$ cat config.mk
export PLATFORM = sky130hd
export DESIGN_NAME = debug_cmd_issuer
export DESIGN_NICKNAME = d
export VERILOG_FILES = /design/src/rtl/debug_link_pkg.sv /design/src/rtl/debug_cmd_issuer.sv
export SDC_FILE = /design/constraint.sdc
export NUM_CORES = 1
export LEC_CHECK = 0
export BUFFER_PORTS_ARGS = -buffer_cell sky130_fd_sc_hd__buf_2
export CORE_MARGIN = 10
export CORE_UTILIZATION = 35
export CTS_BUF_LIST = sky130_fd_sc_hd__clkbuf_16
export CTS_CLUSTER_SIZE = 30
export DETAILED_ROUTE_END_ITERATION = 7
export SYNTH_ARGS = -nofsm -noshare
export SYNTH_HDL_FRONTEND = slang
export SYNTH_SLANG_ARGS = --single-unit
$ cat constraint.sdc
create_clock -name clk -period 3.8 [get_ports clk]
set_input_delay 0 -clock clk [delete_from_list [all_inputs] [get_ports clk]]
set_output_delay 0 -clock clk [all_outputs]
set_load 0.005 [all_outputs]
$ cat src/rtl/debug_link_pkg.sv
// Shared definitions for the host-side debug link.
// Holds packet opcodes, status byte codes, the harness command codes and
// the issuer state encoding used by debug_cmd_issuer.
package debug_link_pkg;

  // Packet opcodes (0x01..0x0F are harness commands, carried in opcode[3:0])
  localparam logic [7:0] OP_PROG  = 8'h10;
  localparam logic [7:0] OP_CLEAR = 8'h20;

  // Status bytes returned to the host
  localparam logic [7:0] ST_CMD_OK  = 8'hA0;  // OR'ed with the command code
  localparam logic [7:0] ST_PROG_OK = 8'hB0;
  localparam logic [7:0] ST_CLR_OK  = 8'hC0;
  localparam logic [7:0] ST_TIMEOUT = 8'hE0;  // OR'ed with the command code
  localparam logic [7:0] ST_RANGE   = 8'hE1;
  localparam logic [7:0] ST_BADOP   = 8'hEF;

  // Harness command codes
  localparam logic [3:0] RUN   = 4'd1;
  localparam logic [3:0] STEPI = 4'd2;
  localparam logic [3:0] STEPC = 4'd3;

  typedef enum logic [3:0] {
    IDLE,
    PROG_AH,
    PROG_AL,
    PROG_LEN,
    PROG_DATA,
    CMD_ISSUE,
    CMD_WAIT,
    CLEAR,
    RESP
  } state_t;

endpackage

$ cat src/rtl/debug_cmd_issuer.sv
// Host-side initiator for the debug harness.
// Parses host bytes into packets (CMD / PROG / CLEAR), drives the harness
// command, code-ROM write and ROM-clear inputs, and returns one status byte
// per packet on the transmit stream.
// Ports:
//   clk, reset                         clock, async active-high reset
//   rx_data/rx_valid/rx_ready          host byte stream in
//   tx_data/tx_valid/tx_ready          status byte stream out
//   debug_cmd, command_complete        harness command / done strobe
//   program_rom_mode, code_rom_addr,
//   code_rom_data                      one-cycle ROM write strobe + payload
//   reset_code_rom_n                   active-low ROM clear
//   busy                               high whenever not IDLE
module debug_cmd_issuer
  import debug_link_pkg::*;
#(
  parameter int ROM_BYTES      = 32,
  parameter int ADDR_W         = 12,
  parameter int TIMEOUT_CYCLES = 1024
) (
  input  logic              clk,
  input  logic              reset,
  input  logic [7:0]        rx_data,
  input  logic              rx_valid,
  output logic              rx_ready,
  output logic [7:0]        tx_data,
  output logic              tx_valid,
  input  logic              tx_ready,
  output logic [3:0]        debug_cmd,
  input  logic              command_complete,
  output logic              program_rom_mode,
  output logic [ADDR_W-1:0] code_rom_addr,
  output logic [7:0]        code_rom_data,
  output logic              reset_code_rom_n,
  output logic              busy
);

  localparam int CNT_W = $clog2(TIMEOUT_CYCLES + 1);
  localparam logic [CNT_W-1:0] CNT_LAST = CNT_W'(TIMEOUT_CYCLES - 1);
  localparam logic [ADDR_W:0]  ROM_LIM  = (ADDR_W + 1)'(ROM_BYTES);

  state_t              state_q, state_d;
  logic [3:0]          code_q, code_d;
  logic [3:0]          hi_q, hi_d;
  logic [ADDR_W-1:0]   addr_q, addr_d;
  logic [8:0]          len_q, len_d;
  logic [CNT_W-1:0]    cnt_q, cnt_d;
  logic                range_q, range_d;

  logic [3:0]          debug_cmd_q, debug_cmd_d;
  logic                prm_q, prm_d;
  logic [ADDR_W-1:0]   rom_addr_q, rom_addr_d;
  logic [7:0]          rom_data_q, rom_data_d;
  logic                rom_rst_n_q, rom_rst_n_d;
  logic                tx_valid_q, tx_valid_d;
  logic [7:0]          tx_data_q, tx_data_d;

  logic                in_range;

  assign in_range = {1'b0, addr_q} < ROM_LIM;

  assign rx_ready = (state_q == IDLE) || (state_q == PROG_AH) || (state_q == PROG_AL) ||
                    (state_q == PROG_LEN) || (state_q == PROG_DATA);
  assign busy     = (state_q != IDLE);

  assign debug_cmd        = debug_cmd_q;
  assign program_rom_mode = prm_q;
  assign code_rom_addr    = rom_addr_q;
  assign code_rom_data    = rom_data_q;
  assign reset_code_rom_n = rom_rst_n_q;
  assign tx_valid         = tx_valid_q;
  assign tx_data          = tx_data_q;

  always_ff @(posedge clk or posedge reset) begin
    if (reset) begin
      state_q     <= IDLE;
      code_q      <= '0;
      hi_q        <= '0;
      addr_q      <= '0;
      len_q       <= '0;
      cnt_q       <= '0;
      range_q     <= 1'b0;
      debug_cmd_q <= '0;
      prm_q       <= 1'b0;
      rom_addr_q  <= '0;
      rom_data_q  <= '0;
      rom_rst_n_q <= 1'b1;
      tx_valid_q  <= 1'b0;
      tx_data_q   <= '0;
    end else begin
      state_q     <= state_d;
      code_q      <= code_d;
      hi_q        <= hi_d;
      addr_q      <= addr_d;
      len_q       <= len_d;
      cnt_q       <= cnt_d;
      range_q     <= range_d;
      debug_cmd_q <= debug_cmd_d;
      prm_q       <= prm_d;
      rom_addr_q  <= rom_addr_d;
      rom_data_q  <= rom_data_d;
      rom_rst_n_q <= rom_rst_n_d;
      tx_valid_q  <= tx_valid_d;
      tx_data_q   <= tx_data_d;
    end
  end

  always_comb begin
    state_d     = state_q;
    code_d      = code_q;
    hi_d        = hi_q;
    addr_d      = addr_q;
    len_d       = len_q;
    cnt_d       = cnt_q;
    range_d     = range_q;
    debug_cmd_d = '0;
    prm_d       = 1'b0;
    rom_addr_d  = rom_addr_q;
    rom_data_d  = rom_data_q;
    rom_rst_n_d = rom_rst_n_q;
    tx_valid_d  = tx_valid_q;
    tx_data_d   = tx_data_q;

    unique case (state_q)
      IDLE: begin
        if (rx_valid) begin
          if ((rx_data >= 8'h01) && (rx_data <= 8'h0F)) begin
            // debug_cmd is registered here so it is visible during CMD_ISSUE only
            code_d      = rx_data[3:0];
            debug_cmd_d = rx_data[3:0];
            state_d     = CMD_ISSUE;
          end else if (rx_data == OP_PROG) begin
            state_d = PROG_AH;
          end else if (rx_data == OP_CLEAR) begin
            rom_rst_n_d = 1'b0;
            cnt_d       = '0;
            state_d     = CLEAR;
          end else begin
            tx_valid_d = 1'b1;
            tx_data_d  = ST_BADOP;
            state_d    = RESP;
          end
        end
      end
      PROG_AH: begin
        if (rx_valid) begin
          hi_d    = rx_data[3:0];
          state_d = PROG_AL;
        end
      end
      PROG_AL: begin
        if (rx_valid) begin
          addr_d  = ADDR_W'({hi_q, rx_data});
          state_d = PROG_LEN;
        end
      end
      PROG_LEN: begin
        if (rx_valid) begin
          len_d   = (rx_data == 8'h00) ? 9'd256 : {1'b0, rx_data};
          state_d = PROG_DATA;
        end
      end
      PROG_DATA: begin
        if (rx_valid) begin
          if (in_range) begin
            prm_d      = 1'b1;
            rom_addr_d = addr_q;
            rom_data_d = rx_data;
          end else begin
            range_d = 1'b1;
          end
          addr_d = addr_q + ADDR_W'(1);
          len_d  = len_q - 9'd1;
          if (len_q == 9'd1) begin
            // the current byte's range check must count toward the status
            tx_valid_d = 1'b1;
            tx_data_d  = (range_q || !in_range) ? ST_RANGE : ST_PROG_OK;
            state_d    = RESP;
          end
        end
      end
      CMD_ISSUE: begin
        cnt_d   = '0;
        state_d = CMD_WAIT;
      end
      CMD_WAIT: begin
        if (command_complete) begin
          tx_valid_d = 1'b1;
          tx_data_d  = ST_CMD_OK | {4'h0, code_q};
          state_d    = RESP;
        end else if (cnt_q == CNT_LAST) begin
          tx_valid_d = 1'b1;
          tx_data_d  = ST_TIMEOUT | {4'h0, code_q};
          state_d    = RESP;
        end else begin
          cnt_d = cnt_q + CNT_W'(1);
        end
      end
      CLEAR: begin
        if (cnt_q == '0) begin
          cnt_d = CNT_W'(1);
        end else begin
          rom_rst_n_d = 1'b1;
          tx_valid_d  = 1'b1;
          tx_data_d   = ST_CLR_OK;
          state_d     = RESP;
        end
      end
      RESP: begin
        if (tx_ready) begin
          tx_valid_d = 1'b0;
          range_d    = 1'b0;
          state_d    = IDLE;
        end
      end
      default: state_d = IDLE;
    endcase
  end

endmodule

## After elaboration in Yosys (flattened, before gate mapping)

Cells that the tools add are included.

- $add $sub $neg: 3
- Order comparisons: 3
- Equality and inequality tests: 29
- Mux-type cells: 65
- Reductions and logical operators: 29

Operators with widths:

| operator | count |
|---|---|
| $mux 11 | 7 |
| $mux 8 | 9 |
| $mux 4 | 16 |
| $pmux 11 s4 | 1 |
| $pmux 4 s9 | 1 |
| $pmux 8 s4 | 1 |
| $ne 2x2->1 const B | 14 |
| $mux 9 | 3 |
| $mux 12 | 2 |
| $pmux 12 s2 | 1 |
| $mux 1 | 19 |
| $pmux 9 s2 | 1 |
| $reduce_and 9->1 | 2 |
| $eq 4x3->1 const B | 4 |
| $add 12x1->12 const B | 1 |
| $lt 12x6->1 const B | 1 |
| $reduce_and 3->1 | 4 |
| $reduce_bool 4->1 | 3 |
| $add 11x1->11 const B | 1 |
| $eq 11x10->1 const B | 1 |
| $logic_not 11->1 | 1 |
| $reduce_and 10->1 | 1 |
| $eq 9x1->1 const B | 1 |
| $sub 9x1->9 const B | 1 |
| other kinds (23) | 33 |

- Register bits after elaboration: 80
- Word-level logic and storage cells: 143

## Longest topological paths before layout

- Word-level depth: 7
- Depth in mapped cells: 9

## Worst setup path before layout

Ideal clock, no wire load.

- Path kind: reg-to-reg
- Start point: reg state_q[2]
- End point: reg tx_data_q[0] (netlist: tx_data[0])
- Setup time: 0.125 ns
- Data arrival time: 2.090 ns
- Required time: 3.675 ns
- Setup slack: 1.585 ns
- Stages on the path, launching flop included: 9
- Path buffers: 1
- Period minus slack after synthesis: 2.215 ns
- Path through: dfrtp_1 -> nor4_2 -> inv_1 -> nor3_2 -> and4_1 -> a31oi_1 -> and4_1 -> buf_4 -> mux2_4

- Cells in the longest elaborated chain, start to end: 3
- Elaborated cells between the ends (all ways): 15
- Those cells by class: 11 x eq/ne; 1 x mux; 3 x reduce/logical

Ends and longest elaborated chain:

| item | line | source |
|---|---|---|
| start, declared | debug_cmd_issuer.sv:42 | `state_t state_q, state_d;` |
| start signal, assigned | debug_cmd_issuer.sv:91 | `state_q <= state_d;` |
| $eq 4x3->1 / $logic_not 4->1 (equally long branches) | debug_cmd_issuer.sv:124 | `unique case (state_q)` |
| $ne 3x3->1 (no source line), or another cell as far along | n/a |  |
| $reduce_and 9->1 (no source line) | n/a |  |
| end signal, assigned | debug_cmd_issuer.sv:104 | `tx_data_q <= tx_data_d;` |
| end, declared | debug_cmd_issuer.sv:56 | `logic [7:0] tx_data_q, tx_data_d;` |

Parallel ways exist; a longest one is shown, timed or not.
A chain may end at the register's enable or synchronous reset.

## Worst setup path in the final report

- Start point: reg state_q[2]
- End point: reg cnt_q[5]

- Cells in the longest elaborated chain, start to end: 3
- Elaborated cells between the ends (all ways): 14
- Those cells by class: 10 x eq/ne; 1 x mux; 3 x reduce/logical

Ends and longest elaborated chain:

| item | line | source |
|---|---|---|
| $eq 4x3->1 / $logic_not 4->1 (equally long branches) | debug_cmd_issuer.sv:124 |  |
| $ne 2x2->1 (no source line), or another cell as far along | n/a |  |
| $reduce_and 8->1 (no source line) | n/a |  |
| end signal, assigned | debug_cmd_issuer.sv:96 | `cnt_q <= cnt_d;` |
| end, declared | debug_cmd_issuer.sv:47 | `logic [CNT_W-1:0] cnt_q, cnt_d;` |

Parallel ways exist; a longest one is shown, timed or not.

==> results.json <==
{
  "multi_input_area_um2": 1970,
  "finalCritPeriodShare_pct": 69.8,
  "clock_sinks": 80,
  "gpl.final_weighted_congestion": 0.890,
  "gr-total-overflow": 0,
  "h-tree-depth": 3,
  "hpwl_um": 7450,
  "power_frac_seq_pct": 44.5,
  "p_leak_nw": 2.18,
  "grt_pass1_vias": 3356,
  "numCtsBuffers": 9,
  "routed_via_density": 5.45,
  "fmax_ghz": 0.377,
  "hold_path_end": "len_q[0]",
  "clockBufferDepth": 2,
  "first_pass_iters": 4,
  "outcome": "finished clean",
  "dp_slack_ns": 1.17,
  "die-area_um2": 16600,
  "synth_seq_cells": 80,
  "r2r_cells": 6,
  "num_antenna_cells": 0,
  "die_x_um": 129,
  "postCtsSetupRepairBufs": 0,
  "setup_ws_ns": 1.15,
  "path_clk_slew_ns": 0.06,
  "cts_hold_buf": 1,
  "wirelength_um": 10400,
  "die_y_um": 129,
  "final_antenna_net_count": 0,
  "cp_slowest_cell": "or4_1",
  "max_stage_delay_ns": 0.57,
  "whs_path_depth": 3,
  "antenna_found_initial": 0,
  "final_cell_area_um2": 4780,
  "worstReg2RegStart": "state_q[2]",
  "setup_violations": 0,
  "peakVddDrop_mv": 0.296,
  "synth_nets": 448,
  "grt_pass1_wl_um": 17600,
  "vias": 3376,
  "min-delay-path-class": "in -> reg",
  "finalPower_mw": 2.81,
  "clkPwrFrac_pct": 28.1,
  "min_from": "rx_data[0]",
  "drive_gt1_share_pct": 21.6,
  "maxCapViolCount": 0,
  "area_delta_synth_final_pct": 15.6,
  "crit_arrival_ns": 2.91,
  "ios": 50,
  "crit_chain": "nor4_2, nand4_1, a2bb2oi_1, nand3_2, or4_1, a21oi_1",
  "yosysSeqAreaShare_pct": 48.4,
  "start_util_pct": 35.9,
  "final_core_util_pct": 41.5,
  "critPathKind": "reg -> reg",
  "combPwrFrac_pct": 27.5,
  "clockRootBuffer": "clkbuf_16",
  "wl_per_cell_um": 16.8,
  "synth_ff_type": "dfrtp_1",
  "switchingPower_mw": 1.01,
  "rsz0062_at_grt": "no",
  "timing.final.max_slew_violations": 0,
  "worst_pin_slew_ns": 0.922,
  "slew_headroom_pct": 38.5,
  "drt_iter0_drc": 207,
  "regArea_um2": 2000,
  "timing.rr.end": "cnt_q[5]",
  "grt_usage_pct": 13.2,
  "port_buffers": 49,
  "synth-edff-count": 0,
  "finalHoldViolCount": 0,
  "avgSynthCellArea_um2": 9.62,
  "nFillCells": 1149,
  "cts_resized": 0,
  "rows": 39,
  "drc_errors": 0,
  "p_int_mw": 1.80,
  "end_kind": "flop",
  "placed_area_um2": 4500,
  "cts_tree": "built",
  "synthCells": 430,
  "ys_types": 55,
  "power_density_nw_per_um2": 589,
  "r2r_setup_slack_ns": 1.15,
  "swShare_pct": 36.0,
  "final.setup.tns_ns": 0,
  "synth_area_um2": 4140,
  "cp_max_fo": 18,
  "core_area_um2": 11500,
  "synth_warnings": 0,
  "worst_setup_path_start_kind": "flop",
  "fin_nets": 490,
  "skew_ns": 0.00600,
  "worstSkewPairLatency_ns": 0.34,
  "fin_crit_ns": 2.65,
  "cp.required_ns": 4.06,
  "synth-async-reset-ratio_pct": 100,
  "grt_max_degree": 54
}
## area by class of cell
| class | count | share of cell area (%) |
|---|---|---|
| Timing Repair Buffer | 54 | 5.97 |
| Sequential cell | 80 | 41.9 |
| Multi-Input combinational cell | 310 | 41.3 |
| Clock buffer | 9 | 4.71 |
| Tap cell | 143 | 3.74 |
| Clock inverter | 7 | 1.05 |
| Inverter | 17 | 1.36 |
## cell usage after synthesis (3+ instances only)
cell | number | share of area, %
and4_1 | 6 | 1.3
mux2_4 | 3 | 1.1
mux2i_1 | 4 | 0.97
nand2b_1 | 4 | 0.60
nand4_1 | 4 | 0.60
a31oi_1 | 8 | 1.2
inv_1 | 17 | 1.5
and3_1 | 8 | 1.2
ha_1 | 5 | 1.5
nand2_1 | 29 | 2.6
dfrtp_1 | 79 | 48
nor4_2 | 3 | 0.91
o31ai_1 | 5 | 0.91
or3_1 | 3 | 0.45
clkbuf_1 | 16 | 1.5
nor2_1 | 31 | 2.8
or4_1 | 3 | 0.54
mux2_2 | 20 | 5.4
nor3_1 | 13 | 1.6
o21ai_0 | 32 | 3.9
o22ai_1 | 8 | 1.2
nor4_1 | 7 | 1.1
nand3_1 | 19 | 2.3
buf_2 | 4 | 0.48
o22a_1 | 3 | 0.64
and2_1 | 15 | 2.3
a21oi_1 | 43 | 5.2
## how the worst max path moves through the flow
stage | slack [ns] | cells after the start | end | from
global placement | 1.24 | 7 | tx_data[4] | state_q[1]
detailed placement | 1.17 | 6 | cnt_q[5] | state_q[2]
floorplan | 1.59 | 8 | tx_data[0] | state_q[2]
finish | 1.15 | 6 | cnt_q[5] | state_q[2]
CTS | 1.16 | 6 | cnt_q[5] | state_q[2]
global route | 0.95 | 6 | cnt_q[5] | state_q[2]
## layout by cell type, fill, tap and decap left out, types with 3 or more instances in the layout
cell,netlist,routed
dfrtp_1,79,79
buf_2,4,49
a21oi_1,43,43
o21ai_0,32,32
nor2_1,31,31
nand2_1,29,29
mux2_2,20,20
nand3_1,19,19
inv_1,17,17
and2_1,15,15
nor3_1,13,13
clkbuf_16,0,9
a31oi_1,8,8
o22ai_1,8,8
and3_1,8,8
nor4_1,7,7
and4_1,6,6
o31ai_1,5,5
ha_1,5,5
mux2i_1,4,4
nand4_1,4,4
nand2b_1,4,4
buf_4,1,4
mux2_4,3,3
o22a_1,3,3
nor4_2,3,3
or3_1,3,3
or4_1,3,3
clkinv_4,0,3
## metrics by stage
| stage | hold WS, ns | std cells |
|---|---|---|
| final | 0.00494 | 620 |
| after global routing | 0.00677 | 620 |
| after CTS | 0.0000834 | 620 |
| after detailed placement | 0.221 | 603 |
| after global placement | 0.214 | 603 |
| after floorplan | 0.129 | 430 |
## power by group through the flow
| stage | clock (mW) | combinational [mW] | sequential [mW] |
|---|---|---|---|
| floorplan | 0 | 0.634 | 1.18 |
| global placement | 0 | 0.763 | 1.25 |
| detailed placement | 0 | 0.777 | 1.26 |
| CTS | 0.818 | 0.780 | 1.25 |
| global route | 0.854 | 0.883 | 1.29 |
| finish | 0.791 | 0.773 | 1.25 |
## kinds of logic (layout without fill, tap and decap cells)
logic type                 after synthesis  in the layout  share of synthesized area (%)
buffers and inverters                   40             87                           3.84
muxes                                   27             27                           7.50
adders and majority gates                5              5                           1.51
AOI/OAI and AO/OA                      113            113                           16.2
and+or+nand+nor                        161            161                           21.7
xor gates and xnor gates                 4              4                          0.847
DFF                                     80             80                           48.4
## worst max-delay path: cells and delay by family (launching register included)
family | cells | cell delay, ns
AOI/OAI and AO/OA | 2 | 0.43
and+or+nand+nor | 4 | 1.59
DFF | 1 | 0.55
## per-layer routing
| layer | vias up | GRT usage, % | share of wire, % |
|---|---|---|---|
| li1 | 1645 | - | - |
| met1 | 1652 | 17.4 | 48 |
| met2 | 72 | 20.1 | 47 |
| met3 | 7 | 3.78 | 4.6 |
| met4 | 0 | 4.82 | 1.1 |
| met5 | - | 0 | 0 |
## flip-flops by register name, summed over array words and instances, names as in the netlist
| name | flops |
|---|---|
| addr_q | 12 |
| cnt_q | 11 |
| code_q | 4 |
| code_rom_addr | 12 |
| code_rom_data | 8 |
| debug_cmd | 4 |
| hi_q | 4 |
| len_q | 9 |
| program_rom_mode | 1 |
| range_q | 1 |
| reset_code_rom_n | 1 |
| state_q | 4 |
| tx_data | 8 |
| tx_valid | 1 |
No activity file was read; power rests on OpenSTA's default activity.
